**src/rtl/posit_defines.sv**
```systemverilog
// Shared posit record width functions used by every stage that produces or consumes a decoded record.
package posit_defines;

  typedef enum logic [0:0] {
    NORMAL = 1'b0,
    WIDE   = 1'b1
  } pd_type;

  function automatic int get_max_scale(input int n, input int es);
    return (n - 2) << es;
  endfunction

  // Two spare bits so arithmetic stages can hand over out-of-range scales for clamping.
  function automatic int get_scale_width(input int n, input int es, input pd_type t);
    int w;
    w = $clog2(get_max_scale(n, es) + 1) + 2;
    return (t == WIDE) ? w + 2 : w;
  endfunction

  function automatic int get_fraction_width(input int n, input int es, input pd_type t);
    int w;
    w = n - 2 - es;
    if (w < 1) w = 1;
    return (t == WIDE) ? 2 * n : w;
  endfunction

endpackage

```
**src/rtl/posit_pd_encode_if.sv**
```systemverilog
// Decoded posit record carried between arithmetic stages and the encoder.
interface pd
  import posit_defines::*;
#(
   parameter int     POSIT_WIDTH = 8,
   parameter int     POSIT_ES    = 0,
   parameter pd_type PD_TYPE     = NORMAL
) ();
   localparam int SW = get_scale_width(POSIT_WIDTH, POSIT_ES, PD_TYPE);
   localparam int FW = get_fraction_width(POSIT_WIDTH, POSIT_ES, PD_TYPE);

   logic signed [SW-1:0] scale;
   logic [FW-1:0]        fraction;
   logic                 nar;
   logic                 sign;
   logic                 zero;
   logic                 guard_bit;
   logic                 round_bit;
   logic                 sticky;

   modport master (output scale, fraction, nar, sign, zero, guard_bit, round_bit, sticky);
   modport slave  (input  scale, fraction, nar, sign, zero, guard_bit, round_bit, sticky);
endinterface

```
**src/rtl/posit_regime_pack.sv**
```systemverilog
// Builds regime|exponent|fraction|guard|round, truncates to N-1 bits and returns the rounding bits.
module posit_regime_pack
  import posit_defines::*;
#(
   parameter int     POSIT_WIDTH = 8,
   parameter int     POSIT_ES    = 0,
   parameter pd_type PD_TYPE     = NORMAL,
   localparam int    N           = POSIT_WIDTH,
   localparam int    SW          = get_scale_width(POSIT_WIDTH, POSIT_ES, PD_TYPE),
   localparam int    FW          = get_fraction_width(POSIT_WIDTH, POSIT_ES, PD_TYPE),
   localparam int    EW          = (POSIT_ES > 0) ? POSIT_ES : 1
) (
   input  logic signed [SW-1:0] k,
   input  logic [EW-1:0]        e,
   input  logic [FW-1:0]        fraction,
   input  logic                 guard_bit,
   input  logic                 round_bit,
   input  logic                 sticky,
   output logic [N-2:0]         body,
   output logic                 g,
   output logic                 s
);
   localparam int TW = POSIT_ES + FW + 2;
   localparam int W  = N - 1 + FW + POSIT_ES + 3;
   localparam logic [W-1:0] ONES    = {W{1'b1}};
   localparam logic [W-1:0] TOP_ONE = {1'b1, {(W-1){1'b0}}};

   logic [TW-1:0]  tail;
   logic [W-1:0]   aligned;
   logic [W-1:0]   field;
   logic [SW-1:0]  shamt;

   // The regime is at most N bits long, so the tail is parked N bits down and shifted past it.
   always_comb begin
      tail    = TW'({fraction, guard_bit, round_bit}) | (TW'(e) << (FW + 2));
      aligned = {tail, {N{1'b0}}};
      if (!k[SW-1]) begin
         shamt = k + SW'(1);
         field = ~(ONES >> shamt) | (aligned >> (shamt + SW'(1)));
      end else begin
         shamt = SW'(-k);
         field = (TOP_ONE >> shamt) | (aligned >> (shamt + SW'(1)));
      end
      body = field[W-1 -: N-1];
      g    = field[W-N];
      s    = (|field[W-N-1:0]) | sticky;
   end
endmodule

```
**src/rtl/posit_pd_encode.sv**
```systemverilog
// Three-stage round-to-nearest-even posit encoder with a single global stall.
module posit_pd_encode
  import posit_defines::*;
#(
   parameter int     POSIT_WIDTH = 8,
   parameter int     POSIT_ES    = 0,
   parameter pd_type PD_TYPE     = NORMAL
) (
   input  logic                   clk,
   input  logic                   rst,
   input  logic                   in_valid,
   output logic                   in_ready,
   pd.slave                       in_pd,
   output logic                   out_valid,
   input  logic                   out_ready,
   output logic [POSIT_WIDTH-1:0] out_posit
);
   localparam int N  = POSIT_WIDTH;
   localparam int ES = POSIT_ES;
   localparam int SW = get_scale_width(N, ES, PD_TYPE);
   localparam int FW = get_fraction_width(N, ES, PD_TYPE);
   localparam int EW = (ES > 0) ? ES : 1;
   localparam logic signed [SW-1:0] MAXS_S = SW'(get_max_scale(N, ES));
   localparam logic signed [SW-1:0] MINS_S = SW'(-get_max_scale(N, ES));
   localparam logic [EW-1:0]        E_MASK = EW'((1 << ES) - 1);

   typedef struct packed {
      logic                 valid;
      logic                 nar;
      logic                 zero;
      logic                 sign;
      logic                 clamped_hi;
      logic                 clamped_lo;
      logic signed [SW-1:0] k;
      logic [EW-1:0]        e;
      logic [FW-1:0]        frac;
      logic                 guard_bit;
      logic                 round_bit;
      logic                 sticky;
   } s1_t;

   typedef struct packed {
      logic         valid;
      logic         nar;
      logic         zero;
      logic         sign;
      logic         clamped_lo;
      logic [N-2:0] body;
      logic         inc;
   } s2_t;

   s1_t s1_d, s1_q;
   s2_t s2_d, s2_q;
   logic         out_valid_d, out_valid_q;
   logic [N-1:0] out_posit_d, out_posit_q;
   logic signed [SW-1:0] scale_c;
   logic [N-2:0] pk_body;
   logic         pk_g, pk_s;
   logic [N-2:0] mag;
   logic [N-1:0] word;
   logic         en;

   assign en        = ~out_valid_q | out_ready;
   assign in_ready  = en;
   assign out_valid = out_valid_q;
   assign out_posit = out_posit_q;

   // S1: clamp the scale and split it into regime run length and exponent.
   always_comb begin
      s1_d    = s1_q;
      scale_c = in_pd.scale;
      if (in_pd.scale > MAXS_S)      scale_c = MAXS_S;
      else if (in_pd.scale < MINS_S) scale_c = MINS_S;
      if (en) begin
         s1_d.valid      = in_valid;
         s1_d.nar        = in_pd.nar;
         s1_d.zero       = in_pd.zero;
         s1_d.sign       = in_pd.sign;
         s1_d.clamped_hi = in_pd.scale > MAXS_S;
         s1_d.clamped_lo = in_pd.scale < MINS_S;
         s1_d.k          = scale_c >>> ES;
         s1_d.e          = EW'(scale_c) & E_MASK;
         s1_d.frac       = in_pd.fraction;
         s1_d.guard_bit  = in_pd.guard_bit;
         s1_d.round_bit  = in_pd.round_bit;
         s1_d.sticky     = in_pd.sticky;
      end
   end

   posit_regime_pack #(
      .POSIT_WIDTH (POSIT_WIDTH),
      .POSIT_ES    (POSIT_ES),
      .PD_TYPE     (PD_TYPE)
   ) u_pack (
      .k         (s1_q.k),
      .e         (s1_q.e),
      .fraction  (s1_q.frac),
      .guard_bit (s1_q.guard_bit),
      .round_bit (s1_q.round_bit),
      .sticky    (s1_q.sticky | s1_q.clamped_hi),
      .body      (pk_body),
      .g         (pk_g),
      .s         (pk_s)
   );

   always_comb begin
      s2_d = s2_q;
      if (en) begin
         s2_d.valid      = s1_q.valid;
         s2_d.nar        = s1_q.nar;
         s2_d.zero       = s1_q.zero;
         s2_d.sign       = s1_q.sign;
         s2_d.clamped_lo = s1_q.clamped_lo;
         s2_d.body       = pk_body;
         s2_d.inc        = pk_g & (pk_s | pk_body[0]);
      end
   end

   // S3: saturate at maxpos, never round to zero, then apply sign and special values.
   always_comb begin
      mag = s2_q.body + ((&s2_q.body) ? {(N-1){1'b0}} : (N-1)'(s2_q.inc));
      if (s2_q.clamped_lo || mag == '0) mag = (N-1)'(1);
      word = {1'b0, mag};
      if (s2_q.sign)      word = -word;
      if (s2_q.nar)       word = {1'b1, {(N-1){1'b0}}};
      else if (s2_q.zero) word = '0;
      out_valid_d = out_valid_q;
      out_posit_d = out_posit_q;
      if (en) begin
         out_valid_d = s2_q.valid;
         out_posit_d = word;
      end
   end

   // NOTE: state uses non-blocking assignments so every stage samples the previous stage's old value.
   always_ff @(posedge clk) begin
      if (rst) begin
         s1_q        <= '0;
         s2_q        <= '0;
         out_valid_q <= 1'b0;
         out_posit_q <= '0;
      end else begin
         s1_q        <= s1_d;
         s2_q        <= s2_d;
         out_valid_q <= out_valid_d;
         out_posit_q <= out_posit_d;
      end
   end
endmodule
```
**src/flat_wrapper.sv**
```systemverilog
// flat-port wrapper written by rule: the top's interface ports become plain ports
module posit_pd_encode_flat import posit_defines::*;
#(
   parameter int     POSIT_WIDTH = 8,
   parameter int     POSIT_ES    = 0,
   parameter pd_type PD_TYPE     = NORMAL
)
  (clk, rst, in_valid, in_ready, out_valid, out_ready, out_posit, in_pd_scale, in_pd_fraction, in_pd_nar, in_pd_sign, in_pd_zero, in_pd_guard_bit, in_pd_round_bit, in_pd_sticky);
  pd #(.POSIT_WIDTH(POSIT_WIDTH), .POSIT_ES(POSIT_ES), .PD_TYPE(PD_TYPE)) in_pd_i ();
  input  logic clk;
  input  logic rst;
  input  logic in_valid;
  output logic in_ready;
  output logic out_valid;
  input  logic out_ready;
  output logic [POSIT_WIDTH-1:0] out_posit;
  input wire logic [$bits(in_pd_i.scale)-1:0] in_pd_scale;
  input wire logic [$bits(in_pd_i.fraction)-1:0] in_pd_fraction;
  input wire logic [$bits(in_pd_i.nar)-1:0] in_pd_nar;
  input wire logic [$bits(in_pd_i.sign)-1:0] in_pd_sign;
  input wire logic [$bits(in_pd_i.zero)-1:0] in_pd_zero;
  input wire logic [$bits(in_pd_i.guard_bit)-1:0] in_pd_guard_bit;
  input wire logic [$bits(in_pd_i.round_bit)-1:0] in_pd_round_bit;
  input wire logic [$bits(in_pd_i.sticky)-1:0] in_pd_sticky;
  assign in_pd_i.scale = in_pd_scale;
  assign in_pd_i.fraction = in_pd_fraction;
  assign in_pd_i.nar = in_pd_nar;
  assign in_pd_i.sign = in_pd_sign;
  assign in_pd_i.zero = in_pd_zero;
  assign in_pd_i.guard_bit = in_pd_guard_bit;
  assign in_pd_i.round_bit = in_pd_round_bit;
  assign in_pd_i.sticky = in_pd_sticky;
  posit_pd_encode #(.POSIT_WIDTH(POSIT_WIDTH), .POSIT_ES(POSIT_ES), .PD_TYPE(PD_TYPE)) u_core (.clk(clk), .rst(rst), .in_valid(in_valid), .in_ready(in_ready), .in_pd(in_pd_i), .out_valid(out_valid), .out_ready(out_ready), .out_posit(out_posit));
endmodule
```
**config.mk**
```make
export PLATFORM = sky130hd
export DESIGN_NAME = posit_pd_encode_flat
export DESIGN_NICKNAME = d
export VERILOG_FILES = /design/src/rtl/posit_defines.sv /design/src/rtl/posit_pd_encode_if.sv /design/src/rtl/posit_regime_pack.sv /design/src/rtl/posit_pd_encode.sv /design/src/flat_wrapper.sv
export SDC_FILE = /design/constraint.sdc
export NUM_CORES = 1
export LEC_CHECK = 0
export BUFFER_PORTS_ARGS = -buffer_cell sky130_fd_sc_hd__clkbuf_2
export CORE_ASPECT_RATIO = 1.2
export CORE_UTILIZATION = 40
export DETAILED_ROUTE_END_ITERATION = 16
export GPL_ROUTABILITY_DRIVEN = 0
export GPL_TIMING_DRIVEN = 0
export SETUP_SLACK_MARGIN = 0.2
export SYNTH_ARGS = -nofsm -noshare
export SYNTH_HDL_FRONTEND = slang
export SYNTH_HIERARCHICAL = 1
export SYNTH_SLANG_ARGS = --single-unit
```
**constraint.sdc**
```tcl
create_clock -name clk -period 3.55 [get_ports clk]
set_clock_uncertainty 0.05 [all_clocks]
set_input_delay 0 -clock clk [delete_from_list [all_inputs] [get_ports clk]]
set_output_delay 0 -clock clk [all_outputs]
set_load 0.005 [all_outputs]
```
[Word level (Yosys, flattened, before mapping)]
Index checks and enable logic that the tools add are counted.
Operators by class
  reduce and logical (&&, ||, !) cells: 4
  shifts and indexed selects: 4
  $mul: 0
  div/mod/pow operators: 0
  equality and inequality tests: 0
  $add $sub $neg: 6
  $lt $le $gt $ge: 2
  bitwise operators: 9
  mux-type cells: 8
Operators with widths (number)
  OR 16 bit: 2
  right shift 16 x 5 -> 16 bit: 2
  right shift 16 x 5 -> 16 bit, first input constant: 2
  2-to-1 mux 8 bit: 3
  2-to-1 mux 16 bit: 1
  NOT 16 bit: 1
  adder 5 x 1 -> 5 bit, second input constant: 2
  2-to-1 mux 5 bit: 2
  negation 7 -> 8 bit: 1
  OR reduction 8 bit: 1
  adder 7 bit: 1
  zero test 7 bit: 1
  2-to-1 mux 7 bit: 1
  AND reduction 7 bit: 1
  adder 5 x 2 -> 5 bit, second input constant: 1
  greater-than comparator 5 x 4 -> 1 bit, second input constant: 1
  < comparator 5 x 4 -> 1 bit, second input constant: 1
  negation 5 bit: 1
  OR 1 bit: 4
  bitwise AND 1 bit: 1
  logical OR 1 bit: 1
  2-to-1 mux 1 bit: 1
  NOT 1 bit: 1
Word-level totals
  memories kept: 0
  bits in latches: 0
  bits of input ports: 21
  logic and storage cells: 53
  register bits after elaboration: 42
  ROM bits: 0
  output and inout port bits: 10
  bits in writable memories: 0

[Longest topological paths before layout]
  depth in word-level cells: 10
  depth in mapped cells: 19
  depth with buffers taken out: 17

[Cells and area by module]
The synthesis kept the hierarchy.
By module, submodules not included
  posit_pd_encode: sequential area each 840.8 µm², instances 1, cells each 250, area an instance 1943.1 µm²
  posit_regime_pack: sequential area each 0.0 µm², instances 1, cells each 204, area an instance 1401.3 µm²

[Worst setup path before layout]
Ideal clock, no wire load.
  path type: reg2reg
  start point: register u_core/s2_q[4] in the netlist's numbering
  end point: register u_core.out_posit_q[6] (netlist: u_core/out_posit[6])
  buffers on the path: 2
  data arrival time: 3.005 ns
  required time: 3.382 ns
  library setup time: 0.118 ns
  stages on the path, launching flop included: 19
  clock period less this slack: 3.173 ns
  path slack: 0.377 ns
  cells stage by stage: dfxtp_1 buf_6 and3_1 a21boi_0 ha_1 ha_1 buf_6 xnor2_1 nand2_1 nor2_1 a21oi_1 nor2b_1 ha_1 nor4b_1 a21oi_1 o21ai_0 a221oi_2 xnor2_1 o21ai_1
Between the ends
  word-level cells in the longest chain between the ends: 10
Ends and longest elaborated chain
  start, declared: RTL line posit_pd_encode.sv:53  | s2_t s2_d, s2_q;
  start signal, assigned: RTL line posit_pd_encode.sv:139  | s2_q <= '0;
  start signal, assigned: RTL line posit_pd_encode.sv:144  | s2_q <= s2_d;
  AND reduction 7 bit: RTL line posit_pd_encode.sv:121  | mag = s2_q.body + ((&s2_q.body) ? {(N-1){1'b0}} : (N-1)'(s2_q.inc));
  2-to-1 mux 1 bit: RTL line posit_pd_encode.sv:121
  adder 7 bit *: RTL line posit_pd_encode.sv:121
  zero test 7 bit: RTL line posit_pd_encode.sv:122  | if (s2_q.clamped_lo || mag == '0) mag = (N-1)'(1);
  logical OR 1 bit: RTL line posit_pd_encode.sv:122
  2-to-1 mux 7 bit *: RTL line posit_pd_encode.sv:122
  negation 7 -> 8 bit: RTL line posit_pd_encode.sv:124  | if (s2_q.sign) word = -word;
  2-to-1 mux 8 bit *: RTL line posit_pd_encode.sv:124
  2-to-1 mux 8 bit *: RTL line posit_pd_encode.sv:126  | else if (s2_q.zero) word = '0;
  2-to-1 mux 8 bit *: RTL line posit_pd_encode.sv:125  | if (s2_q.nar) word = {1'b1, {(N-1){1'b0}}};
  end signal, assigned: RTL line posit_pd_encode.sv:146  | out_posit_q <= out_posit_d;
  end, declared: RTL line posit_pd_encode.sv:55  | logic [N-1:0] out_posit_d, out_posit_q;
Mark *: on every way between the ends. The rest lies on a longest branch, timed or not.
A chain may end at the register's enable or synchronous reset.

[Worst setup path after layout]
  start point: register u_core/s1_q[10] in the netlist's numbering
  end point: register u_core/s2_q[0] in the netlist's numbering
Between the ends
  word-level cells in the longest chain between the ends: 9
  elaborated cells on any way between the ends: 16
  classes of those cells: add/sub (4); shift (4); mux (1); bitwise (6); reduce/logical (1)
Ends and longest elaborated chain
  start, declared: RTL line posit_pd_encode.sv:52  | s1_t s1_d, s1_q;
  start signal, assigned: RTL line posit_pd_encode.sv:138  | s1_q <= '0;
  start signal, assigned: RTL line posit_pd_encode.sv:143  | s1_q <= s1_d;
  adder 5 x 2 -> 5 bit / negation 5 bit (equally long branches): RTL line posit_regime_pack.sv:38, posit_regime_pack.sv:41
  adder 5 x 1 -> 5 bit (tied with other cells): RTL line posit_regime_pack.sv:39  | field = ~(ONES >> shamt) | (aligned >> (shamt + SW'(1)));
  right shift 16 x 5 -> 16 bit (tied with other cells): RTL line posit_regime_pack.sv:39
  OR 16 bit, on equally long branches: RTL line posit_regime_pack.sv:39, posit_regime_pack.sv:42
  2-to-1 mux 16 bit *: RTL line posit_regime_pack.sv:37  | if (!k[SW-1]) begin
  OR reduction 8 bit *: RTL line posit_regime_pack.sv:46  | s = (|field[W-N-1:0]) | sticky;
  OR 1 bit *: RTL line posit_regime_pack.sv:46
  named net u_core.pk_s: RTL line posit_pd_encode.sv:58  | logic pk_g, pk_s;
  OR 1 bit *: RTL line posit_pd_encode.sv:115  | s2_d.inc = pk_g & (pk_s | pk_body[0]);
  bitwise AND 1 bit *: RTL line posit_pd_encode.sv:115
The timed path passes the listed nets; every way through them passes the cells marked *.

==> results list <==
- The run finished with clean final reports.
* Arrival time of the worst setup path: approximately 3.3 ns
* Total global routing overflow: 0
- At the end of the flow, the number of nets in the layout was 550.
- Clock tree sinks: 42
- Maximum number of pins on one net before global-route repair: 16
- The die covers 8720 µm².
* Critical path startpoint category: register
- VDD sags by at most around 0.00016 V.
- For this run, the slowest stage of the critical path takes 0.41 ns.
* Clock-pin slew on the worst setup and hold paths: around 0.09 ns
* Final Cell Area: 4040 µm²
- Cell area reported after detailed placement: 3600 µm²
- The floorplan step set the die width to 85.4 µm.
- STA classifies the critical path endpoint as a register.
* Vias post-DR: 3487
* Buffer levels on the longest clock path: 2
* Estimated wirelength of the detail-placed design: 6930 µm
- The initial antenna violation count was 0.
- Clock tree synthesis selected as its root buffer the cell clkbuf_8.
- Dividing the detail-routed via count by the number of cells gives 5.72.
* # IOs: 31
- Leakage power: 1.62 nW
- Measured against its own limit, the worst slew margin works out to between 50 and 60%.
* Most common cell on crit path: mux2i_1
- Synthesized net count: just under 500
- The worst hold path belongs to the class in2reg.
- H-tree levels: 2
* Share of post-route cells with drive strength above 1: 19.0%
* All-Layer GR Usage: 21.6%
- Most frequent standard cell in the layout excluding fill and tap cells: nand2_1
- Number of buffers created by CTS: 5
- Insertion delay of the later-clocked pin in the worst-skew pair: ~0.30 ns
- Commonest cells after routing, fill and taps aside: nand2_1 (83), a21oi_1 (43), dfxtp_1 (39)
* DRC marker count from the first detailed-route iteration: between 300 and 400
- After floorplanning, the core was sized to cover a little over 8000 µm².
- TritonCTS built the clock tree.
- Synthesis handed over a netlist of 453 instances.
- Final Hold Violating Endpoints: 0
- At the worst endpoint, the required time is 3.65 ns.
- Each instance of the synthesized netlist takes up on average ~7.4 µm².
- The first detailed-routing pass ran for 5 iterations.
* Critical Path, Cell by Cell: inv_1 -> clkbuf_4 -> ha_1 -> buf_2 -> nor2_4 -> buf_4 -> mux2i_1 -> mux2i_1 -> mux2i_1 -> nand3_1 -> o211ai_1 -> a22oi_1 -> o211ai_1 -> a21oi_1
* Chip height: between 100 and 150 µm
- DRC violations left: 0
* Crit-path slowest cell: dfxtp_4
- Initial cell density of the core: 41.2%
* Minimum setup slack in the final design: between 0.3 and 0.4 ns
- The critical path in this run is classified as reg2reg.
- Number of violations of the max-capacitance limit: 0
- Area Overhead vs Synth: 21.0%
- Filler cells: just over 800
- First-pass GRT wire length: 15100 µm
* Post-synthesis cell area: 3340 µm²
* Power density over the cells: 355 nW/µm²
- The number of global-route vias before repair is around 3.2k.
* Yosys warnings: 6
* Routed Wire Length: 9490 µm
- Count of input and output buffers: 29
* Final-layout worst hold slack: 0.0674 ns
- Worst-path maximum fanout: 13
* Worst slew pin tran: 0.610 ns
- Post-layout min period: 3.19 ns
- For this run, the top clock speed supported by timing is 314 MHz.
* Final routed wire length divided by cell count: 15.6 µm
- Remaining number of nets flagged by the antenna check after routing: 0
- Adding up every negative setup slack in the final design gives 0 ns.
- Before CTS, the worst setup slack after placement is -0.0479 ns.
* Number of standard-cell rows in the floorplan: 36
- Antenna cells: 0
- Setup repair after global routing missed its margin: false
- The total count of max-transition violations in the final report was 0.
- Number of failing setup endpoints in the final timing report: 0
- Ratio of final minimum period to clock period: 89.8%
-- cell type report --
cell class              instances  area (µm²)  share of cell area (%)
repair buffers                 54         373                    9.22
flip-flops and latches         42         847                    20.9
multi-input cells             359        2370                    58.6
plain buffers                  35         178                    4.39
well taps                      95         119                    2.94
clock inverters                 3        23.8                   0.588
clock buffers                   5        68.8                    1.70
inverters                      17        65.1                    1.61
-- sequential cells by signal, indices dropped and copies added, names as in the netlist --
name / count
u_core/out_posit: 8
u_core/out_valid: 1
u_core/s1_q: 20
u_core/s2_q: 13
-- routing by layer --
metal	share of wire (%)	vias to the layer above	track usage, %
met3	4.6	17	2.91
li1	-	1737	-
met1	44	1631	27.3
met5	0	-	0
met4	2.1	0	8.85
met2	49	102	37.3
-- final timing paths --
kind / from / endpoint / slack, ns / cells past startpoint
setup / recovery: u_core/s1_q[10] / u_core/s2_q[0] / 0.36 / 14
setup reg to reg: u_core/s1_q[10] / u_core/s2_q[0] / 0.36 / 14
hold reg to reg: u_core/out_posit[6] / u_core/out_posit[6] / 0.40 / 2
hold / removal: in_pd_scale[2] / u_core/s1_q[12] / 0.07 / 5
-- timing repair --
| item | CTS | global route |
|---|---|---|
| gates resized for setup | 13 | 22 |
| pin swaps | 2 | 6 |
| endpoints found under the setup margin | 6 | 7 |
| hold endpoints to repair | 16 | 0 |
| hold buffers | 16 | 0 |
| buffers inserted | 1 | 8 |
-- worst max-delay path: cells and delay by family (launching register included) --
kind | cells | cell delay, ns
adders and majority gates | 1 | 0.21
muxes | 3 | 0.56
AOI/OAI and AO/OA | 4 | 0.67
DFF | 1 | 0.41
buffers and inverters | 4 | 0.75
and+or+nand+nor | 2 | 0.37
-- stage by stage --
step | util (%) | std cells | power, W
after floorplan | - | 453 | 0.000915
after detailed placement | 44.5 | 577 | 0.00103
after global routing | 49.9 | 610 | 0.00153
after CTS | 48.2 | 602 | 0.00139
final | 49.9 | 610 | 0.00143
after global placement | 44.5 | 577 | 0.00103
-- report_power, final --
| part | internal (W) | total (W) | switching, W |
|---|---|---|---|
| Sequential | 0.000509 | 0.000547 | 0.0000374 |
| Combinational | 0.000259 | 0.000569 | 0.000310 |
| Clock | 0.000141 | 0.000317 | 0.000177 |
(Power assumes the default switching activity.)
